===== src/rtl/fetch_queue.sv =====
// fetch_queue: instruction-fetch front end.
//
// Holds the fetch PC, issues word requests to instruction memory over a
// valid/ready handshake and collects the in-order responses into a small
// circular queue whose head feeds the decode stage.  A redirect flushes the
// queue and arranges for responses still in flight to be discarded.
//
// Ports
//   clk, rst_n        clock, asynchronous active-low reset
//   imem_req_valid    fetch request valid
//   imem_req_ready    memory accepts the request this cycle
//   imem_req_addr     word-aligned fetch address
//   imem_rsp_valid    in-order response valid (one per accepted request)
//   imem_rsp_data     instruction word
//   redirect_valid    branch/jump taken: flush and refetch
//   redirect_pc       new fetch PC (low two bits ignored)
//   StallD            decode cannot accept the head this cycle
//   ValidD            head slot holds a valid instruction
//   InstrD, PCD       head instruction and its PC
//   PCPlus4D          PCD + 4 (mod 2^32)
module fetch_queue #(
  parameter logic [31:0] RESET_PC = 32'h0000_0000,
  parameter int          DEPTH    = 2
) (
  input  logic        clk,
  input  logic        rst_n,
  output logic        imem_req_valid,
  input  logic        imem_req_ready,
  output logic [31:0] imem_req_addr,
  input  logic        imem_rsp_valid,
  input  logic [31:0] imem_rsp_data,
  input  logic        redirect_valid,
  input  logic [31:0] redirect_pc,
  input  logic        StallD,
  output logic        ValidD,
  output logic [31:0] InstrD,
  output logic [31:0] PCD,
  output logic [31:0] PCPlus4D
);

  localparam int PW = $clog2(DEPTH);
  localparam int CW = $clog2(DEPTH + 1);
  localparam logic [PW-1:0] PTR_ONE = PW'(1);
  localparam logic [CW-1:0] CNT_ONE = CW'(1);
  localparam logic [CW-1:0] DEPTH_C = CW'(DEPTH);

  logic [31:0]      pc;
  logic             run;
  logic [31:0]      slot_pc   [DEPTH];
  logic [31:0]      slot_data [DEPTH];
  logic [DEPTH-1:0] slot_filled;
  logic [PW-1:0]    head;
  logic [PW-1:0]    tail;
  logic [PW-1:0]    fill;
  logic [CW-1:0]    alloc;
  logic [CW-1:0]    drop;
  logic [CW-1:0]    filled_cnt;
  logic [CW-1:0]    in_use;
  logic [CW-1:0]    drop_flush;
  logic             accept;
  logic             rsp_keep;
  logic             rsp_drop;
  logic             dequeue;

  always_comb begin
    filled_cnt = '0;
    for (int i = 0; i < DEPTH; i++) begin
      filled_cnt = filled_cnt + {{(CW-1){1'b0}}, slot_filled[i]};
    end
  end

  // alloc + drop never exceeds DEPTH, so both sums fit in CW bits.
  assign in_use = alloc + drop;

  // On a flush every allocated-but-unfilled slot still has a response in
  // flight; a response consumed this same cycle is no longer outstanding.
  assign drop_flush = drop + alloc - filled_cnt - {{(CW-1){1'b0}}, imem_rsp_valid};

  assign imem_req_valid = run && (in_use < DEPTH_C) && !redirect_valid;
  assign imem_req_addr  = pc;

  assign accept   = imem_req_valid && imem_req_ready;
  assign rsp_keep = imem_rsp_valid && (drop == '0);
  assign rsp_drop = imem_rsp_valid && (drop != '0);

  assign ValidD   = slot_filled[head];
  assign InstrD   = slot_data[head];
  assign PCD      = slot_pc[head];
  assign PCPlus4D = slot_pc[head] + 32'd4;
  assign dequeue  = ValidD && !StallD;

  always_ff @(posedge clk or negedge rst_n) begin
    if (!rst_n) begin
      pc    <= RESET_PC;
      run   <= 1'b0;
      head  <= '0;
      tail  <= '0;
      fill  <= '0;
      alloc <= '0;
      drop  <= '0;
      slot_filled <= '0;
      for (int i = 0; i < DEPTH; i++) begin
        slot_pc[i]   <= '0;
        slot_data[i] <= '0;
      end
    end else begin
      run <= 1'b1;
      if (redirect_valid) begin
        // Flush wins over accept/response/dequeue; slots are zeroed so no
        // stale PC can reach the decode outputs.
        pc    <= redirect_pc & 32'hFFFF_FFFC;
        head  <= '0;
        tail  <= '0;
        fill  <= '0;
        alloc <= '0;
        drop  <= drop_flush;
        slot_filled <= '0;
        for (int i = 0; i < DEPTH; i++) begin
          slot_pc[i]   <= '0;
          slot_data[i] <= '0;
        end
      end else begin
        if (accept) begin
          slot_pc[tail]     <= pc;
          slot_filled[tail] <= 1'b0;
          tail              <= tail + PTR_ONE;
          pc                <= pc + 32'd4;
        end
        if (rsp_keep) begin
          slot_data[fill]   <= imem_rsp_data;
          slot_filled[fill] <= 1'b1;
          fill              <= fill + PTR_ONE;
        end
        if (rsp_drop) begin
          drop <= drop - CNT_ONE;
        end
        if (dequeue) begin
          slot_filled[head] <= 1'b0;
          head              <= head + PTR_ONE;
        end
        case ({accept, dequeue})
          2'b10:   alloc <= alloc + CNT_ONE;
          2'b01:   alloc <= alloc - CNT_ONE;
          default: alloc <= alloc;
        endcase
      end
    end
  end

endmodule


===== config.mk =====
export PLATFORM = sky130hd
export DESIGN_NAME = fetch_queue
export DESIGN_NICKNAME = d
export VERILOG_FILES = /design/src/rtl/fetch_queue.sv
export SDC_FILE = /design/constraint.sdc
export NUM_CORES = 1
export LEC_CHECK = 0
export CORE_MARGIN = 3
export CORE_UTILIZATION = 40
export CTS_CLUSTER_DIAMETER = 100
export CTS_CLUSTER_SIZE = 10
export DETAILED_ROUTE_END_ITERATION = 16
export GPL_ROUTABILITY_DRIVEN = 1
export MAX_ROUTING_LAYER = met4
export PLACE_DENSITY_LB_ADDON = 0.08
export SLEW_MARGIN = 20
export SYNTH_ARGS = -nofsm -noshare
export SYNTH_HDL_FRONTEND = slang
export SYNTH_SLANG_ARGS = --single-unit

===== constraint.sdc =====
create_clock -name clk -period 4.65 [get_ports clk]
set_clock_uncertainty 0.1 [all_clocks]
set_input_delay 0.93 -clock clk [delete_from_list [all_inputs] [get_ports clk]]
set_output_delay 0.93 -clock clk [all_outputs]
set_load 0.02 [all_outputs]

# After elaboration in Yosys (flattened, before gate mapping)

Index checks and enable logic that the tools add are counted.

$add $sub $neg: 12
Order comparisons: 12
Equality and inequality tests: 2
Muxes and demuxes: 42
Bitwise gates (word level): 8
Reduce and logical (&&, ||, !) cells: 20

Operators with widths:

| cell                                                                         | number |
|---|---|
| 32-bit 2-to-1 mux                                                            | 10 |
| 64-bit 2-to-1 mux                                                            | 4 |
| 64-bit bitwise mux                                                           | 2 |
| 32-bit by 3-bit adder with 32-bit output, second input constant              | 2 |
| 32-bit demux with 1-bit select                                               | 2 |
| 2-bit 2-to-1 mux                                                             | 9 |
| 1-bit logical AND                                                            | 11 |
| 1-bit 2-to-1 mux                                                             | 11 |
| 2-bit nonzero test                                                           | 5 |
| 2-bit greater-or-equal comparator, second input constant                     | 3 |
| 1-bit by 2-bit less-than comparator with 1-bit output, second input constant | 3 |
| 1-bit inverter with 2-bit output                                             | 3 |
| 2-bit bitwise AND                                                            | 2 |
| 2-bit by 1-bit less-than comparator with 1-bit output, second input constant | 2 |
| 2-bit inverter                                                               | 2 |
| 2-bit one-hot mux with 2 select lines                                        | 1 |
| 2-bit by 1-bit subtractor with 2-bit output, second input constant           | 2 |
| 1-bit adder, second input constant                                           | 3 |
| 1-bit demux with 1-bit select                                                | 3 |
| 1-bit greater-or-equal comparator, second input constant                     | 3 |
| 3-bit nonzero test                                                           | 1 |
| 1-bit by 1-bit adder with 2-bit output                                       | 1 |
| 2-bit by 1-bit adder with 2-bit output, second input constant                | 1 |
| 2-bit adder                                                                  | 1 |
| other kinds (8)                                                              | 9 |

Register bits after elaboration: 170

# Depth between registers and ports, before layout

Depth after elaboration: 14
Gate-level depth with buffers: 11
Mapped depth without buffers: 8

# Worst setup path after synthesis

OpenSTA, ideal clock, no wires.

Path type: register to output
From: reg head
To: out PCPlus4D[16]
Data arrival time: 2.790 ns
Required time: 3.620 ns
Path slack: 0.830 ns
Stages on the path, launching flop included: 12
Path buffers: 5
Path through: dfrtp_1 -> buf_6 -> buf_4 -> clkbuf_1 -> buf_2 -> mux2_2 -> ha_1 -> nor2b_1 -> and3_1 -> clkbuf_1 -> and3_1 -> nor2_1

Cells in the longest elaborated chain, start to end: 5

Ends and longest elaborated chain:

| item                                     | RTL line | RTL |
|---|---|---|
| from (decl)                              | 52       | `logic [PW-1:0] head;` |
| from (signal assigned)                   | 139      | `head <= head + PTR_ONE;` |
| 1-bit inverter with 2-bit output         | n/a      |  |
| 32-bit 2-to-1 mux (3 in a row)           | n/a      |  |
| net PCD[3]                               | 37       | `output logic [31:0] PCD,` |
| 32-bit by 3-bit adder with 32-bit output | 89       | `assign PCPlus4D = slot_pc[head] + 32'd4;` |
| to (decl)                                | 38       | `output logic [31:0] PCPlus4D` |

The timed path passes the listed nets, and every way through them passes these cells. The select of a mux whose other input is x is not followed.

# Final worst setup path

From: reg head
To: out PCPlus4D[31]

Cells in the longest elaborated chain, start to end: 5

Ends and longest elaborated chain:

| item                                                   | RTL line |
|---|---|
| 1-bit inverter with 2-bit output (not written as such) | 89 |
| 32-bit 2-to-1 mux (not written as such) (3 in a row)   | 89 |
| 32-bit by 3-bit adder with 32-bit output               | 89 |

Every way passes these cells. The select of a mux whose other input is x is not followed.

==> implementation parameters <==
Parameter                              Value

Status
  Status ... finished clean

Placement
  Minimum setup slack after placement ... 0.689 ns
  RD Place Congestion ... 0.808
  Count of input and output buffers ... 195
  Cell total after placement ... 1432
  Half-perimeter wire length after placement ... 16600 um
  Post-DP Area ... 11200 um2

Finish
  Final cell area excluding filler cells ... 11800 um2
  NumNets Final ... 1248
  Fraction of final layout cells with drive strength greater than 1 ... 0.0980
  Most common cell after layout, fill and taps aside ... nand2_1
  Area growth from synthesis to layout ... 29.8%
  Total of fill cells in the finished design ... 2107
  Commonest cells after routing, fill and taps aside ... 234 x nand2_1, 193 x clkdlybuf4s50_1, 165 x dfrtp_1
  Final cell count without fillers ... 1468
  Post-layout utilization of the core ... 0.534

Global route
  Pin count of the biggest net entering global routing ... 86
  GRT Resource Usage Total ... 0.209
  Number of antenna violations at the first check in global routing ... 3
  Via count of the first global-routing pass ... 7434
  Global-route wire length before repair ... 39700 um
  GRT overflow ... 0

Yosys
  Number of synthesis warnings ... 0
  Synthesized area per cell ... 8.94 um2
  Flip-flop and latch count after synthesis ... 166
  Mux cell area share after synthesis ... 0.0737
  Parity-gate share of the synthesized area counting xor and xnor cells ... 0.0354
  Number of instances in the synthesized netlist ... 1016
  Adder-Cell Fraction of Synth Area ... 0.0113
  Share of the synthesized area in the top cell type ... 0.457
  Unique cell type count in the Yosys netlist ... 63
  Dominant cell type by area after synthesis ... dfrtp_1
  Fraction of registers with async set or reset after synthesis ... 1.00
  Most common flop cell mapped by yosys ... dfrtp_1
  Count of flip-flops with a built-in enable after synthesis ... 0
  Synthesized area ... 9080 um2
  Biggest area contributors in the synthesized netlist ... dfrtp_1 46%, nand2_1 9.7%, mux2_2 6.3%
  Main combinational cell family by area after synthesis ... simple AND/OR/NAND/NOR gates
  Sequential cell area fraction in the yosys report ... 0.457
  Synth Area in Simple Gates ... 0.240
  Compound-gate portion of the synthesized area ... 0.131

Floorplanning
  Die width ... 157 um
  Die area ... 24600 um2
  Starting density of the core ... 0.411
  I/O Pins ... 200
  Placement row count ... 54
  Area of the core region ... 22100 um2
  Die outline height ... 157 um

Clock network
  Cts repair resizes ... 0
  Clock tree from TritonCTS ... yes
  Number of setup buffers added after CTS ... 0
  Clock Root Buffer ... clkbuf_16
  Clock latency on the worst-skew pair ... 0.43 ns
  Quantity of hold-fixing buffers added after cts ... 0
  Cts bufs inserted ... 17
  Clock transition at the register clock pins on the worst setup and hold paths after CTS ... 0.06 ns
  CTS Sinks ... 166
  Clock buffer depth ... 2
  Count of H-tree levels built during CTS ... 4

Hold path
  Worst Hold Class ... in2async

Routing
  DR WL/cell ... 16.8 um
  Routed WL ... 24700 um
  Count of unresolved DRC violations after routing ... 0
  Vias per std cell ... 5.23
  Remaining antenna violation count ... 0
  Number of iterations in the first detailed-routing pass ... 6
  DRT iter0 DRCs ... 353
  Vias after detailed routing ... 7671

Critical path
  Critical path launch point ... head$_DFFE_PN0P_
  Worst EP required ... 3.62 ns
  Reg-to-reg critical path startpoint ... alloc[0]$_DFFE_PN0P_
  CP Max Fanout ... 76
  Kind of capture point of the worst setup path ... output pin
  Critical Setup Path Class ... reg2out
  Endpoint arrival time on the critical path ... 3.38 ns
  Startpoint kind of the worst setup timing path ... flip-flop

Power and ir drop
  Post-layout total power ... 4.41 mW
  Max rail drop VDD ... 0.000245 V
  Static leakage ... 4.97 nW
  Power density over the cells ... 374 nW/um2

Job
  # Max-Cap Violations ... 0

STA
  Minimum clock period ... 4.41 ns
  Post-route worst setup slack ... 0.245 ns
  Transition time at the pin with the least slew margin ... 0.862 ns
  Final worst path period share ... 0.947
  Accumulated negative setup slack ... 0 ns
  Endpoints failing setup ... 0
  Setup repair after global routing missed its margin ... false
  Final Hold Vio Count ... 0
  Hold slack final ... 0.416 ns
  Final count of pins violating max slew ... 0
  Max Clock Freq ... 0.227 GHz
  Slew HR ... 0.425
[layout make-up]
type	count	area (um2)	area share
Timing Repair Buffer	206	2060	0.175
Sequential cell	166	4160	0.353
Antenna cell	4	10.0	0.000849
Tap cell	280	350	0.0297
Inverter	31	116	0.00987
Multi-Input combinational cell	749	4490	0.381
Clock inverter	10	144	0.0122
Clock buffer	22	464	0.0394
[flip-flops by register name (all words and copies together), names as in the netlist]
signal / count
slot_pc: 62
drop: 2
fill: 1
slot_data: 64
run: 1
alloc: 2
head: 1
slot_filled: 2
tail: 1
imem_req_addr: 30
[logic make-up (layout without fill, tap and decap cells)]
| group | after synthesis | after routing |
|---|---|---|
| multiplexers | 60 | 60 |
| AO/OA/AOI/OAI | 204 | 204 |
| adder cells (fa/ha/maj) | 7 | 7 |
| buffers and inverters | 102 | 269 |
| XOR/XNOR | 34 | 34 |
| flip-flops | 166 | 166 |
| other | 2 | 7 |
| AND/OR/NAND/NOR | 441 | 441 |
[synth_stat cells (all sizes together), types with 3 or more instances]
library cell    n
nand2         234
xnor2          23
a32oi           3
a21oi          83
o21ai          75
o211ai         11
nand4          18
nand2b         33
a211oi          3
or3             4
a21o            5
ha              5
nand3          46
mux2i           8
xor2           10
inv            31
nand3b         37
and3            4
nor4            4
mux2           52
nor3            6
a22oi           4
o22ai           3
dfrtp         166
buf            25
clkbuf         46
and2            3
nor3b           3
o311ai          7
nor2b           4
nor2           36
[worst paths after layout]
kind	cells past startpoint	endpoint	slack (ns)
setup / recovery	7	PCPlus4D[31]	0.24
hold / removal	1	slot_pc[57]$_DFFE_PN0P_	0.42
setup reg to reg	7	imem_req_addr[28]$_DFFE_PN0P_	1.87
hold reg to reg	2	slot_data[34]$_DFFE_PN0P_	0.42
max in group asynchronous	2	slot_data[2]$_DFFE_PN0P_	3.10
min in group clk	2	slot_data[34]$_DFFE_PN0P_	0.42
[power breakdown]
group          switching, mW  internal [mW]  leakage [nW]
combinational          0.670          0.552          2.44
sequential             0.150           1.58          2.24
clock                  0.585          0.877         0.287
[worst max-delay path, stage by stage (launching register included)]
cell and delay (ns):
dfrtp_4 0.57, buf_12 0.40, nand4_2 0.24, a221oi_4 0.45, nand2_1 0.11, nor4b_2 0.37
xor2_1 0.17, clkdlybuf4s50_1 0.62
[metal layers]
layer / GRT usage / part of all wire / vias up
met5: - / 0 / -
met3: 0.0456 / 0.056 / 15
li1: - / - / 3792
met1: 0.285 / 0.48 / 3656
met2: 0.317 / 0.45 / 208
met4: 0.0521 / 0.0076 / 0
No activity file was read; power rests on OpenSTA's default activity.
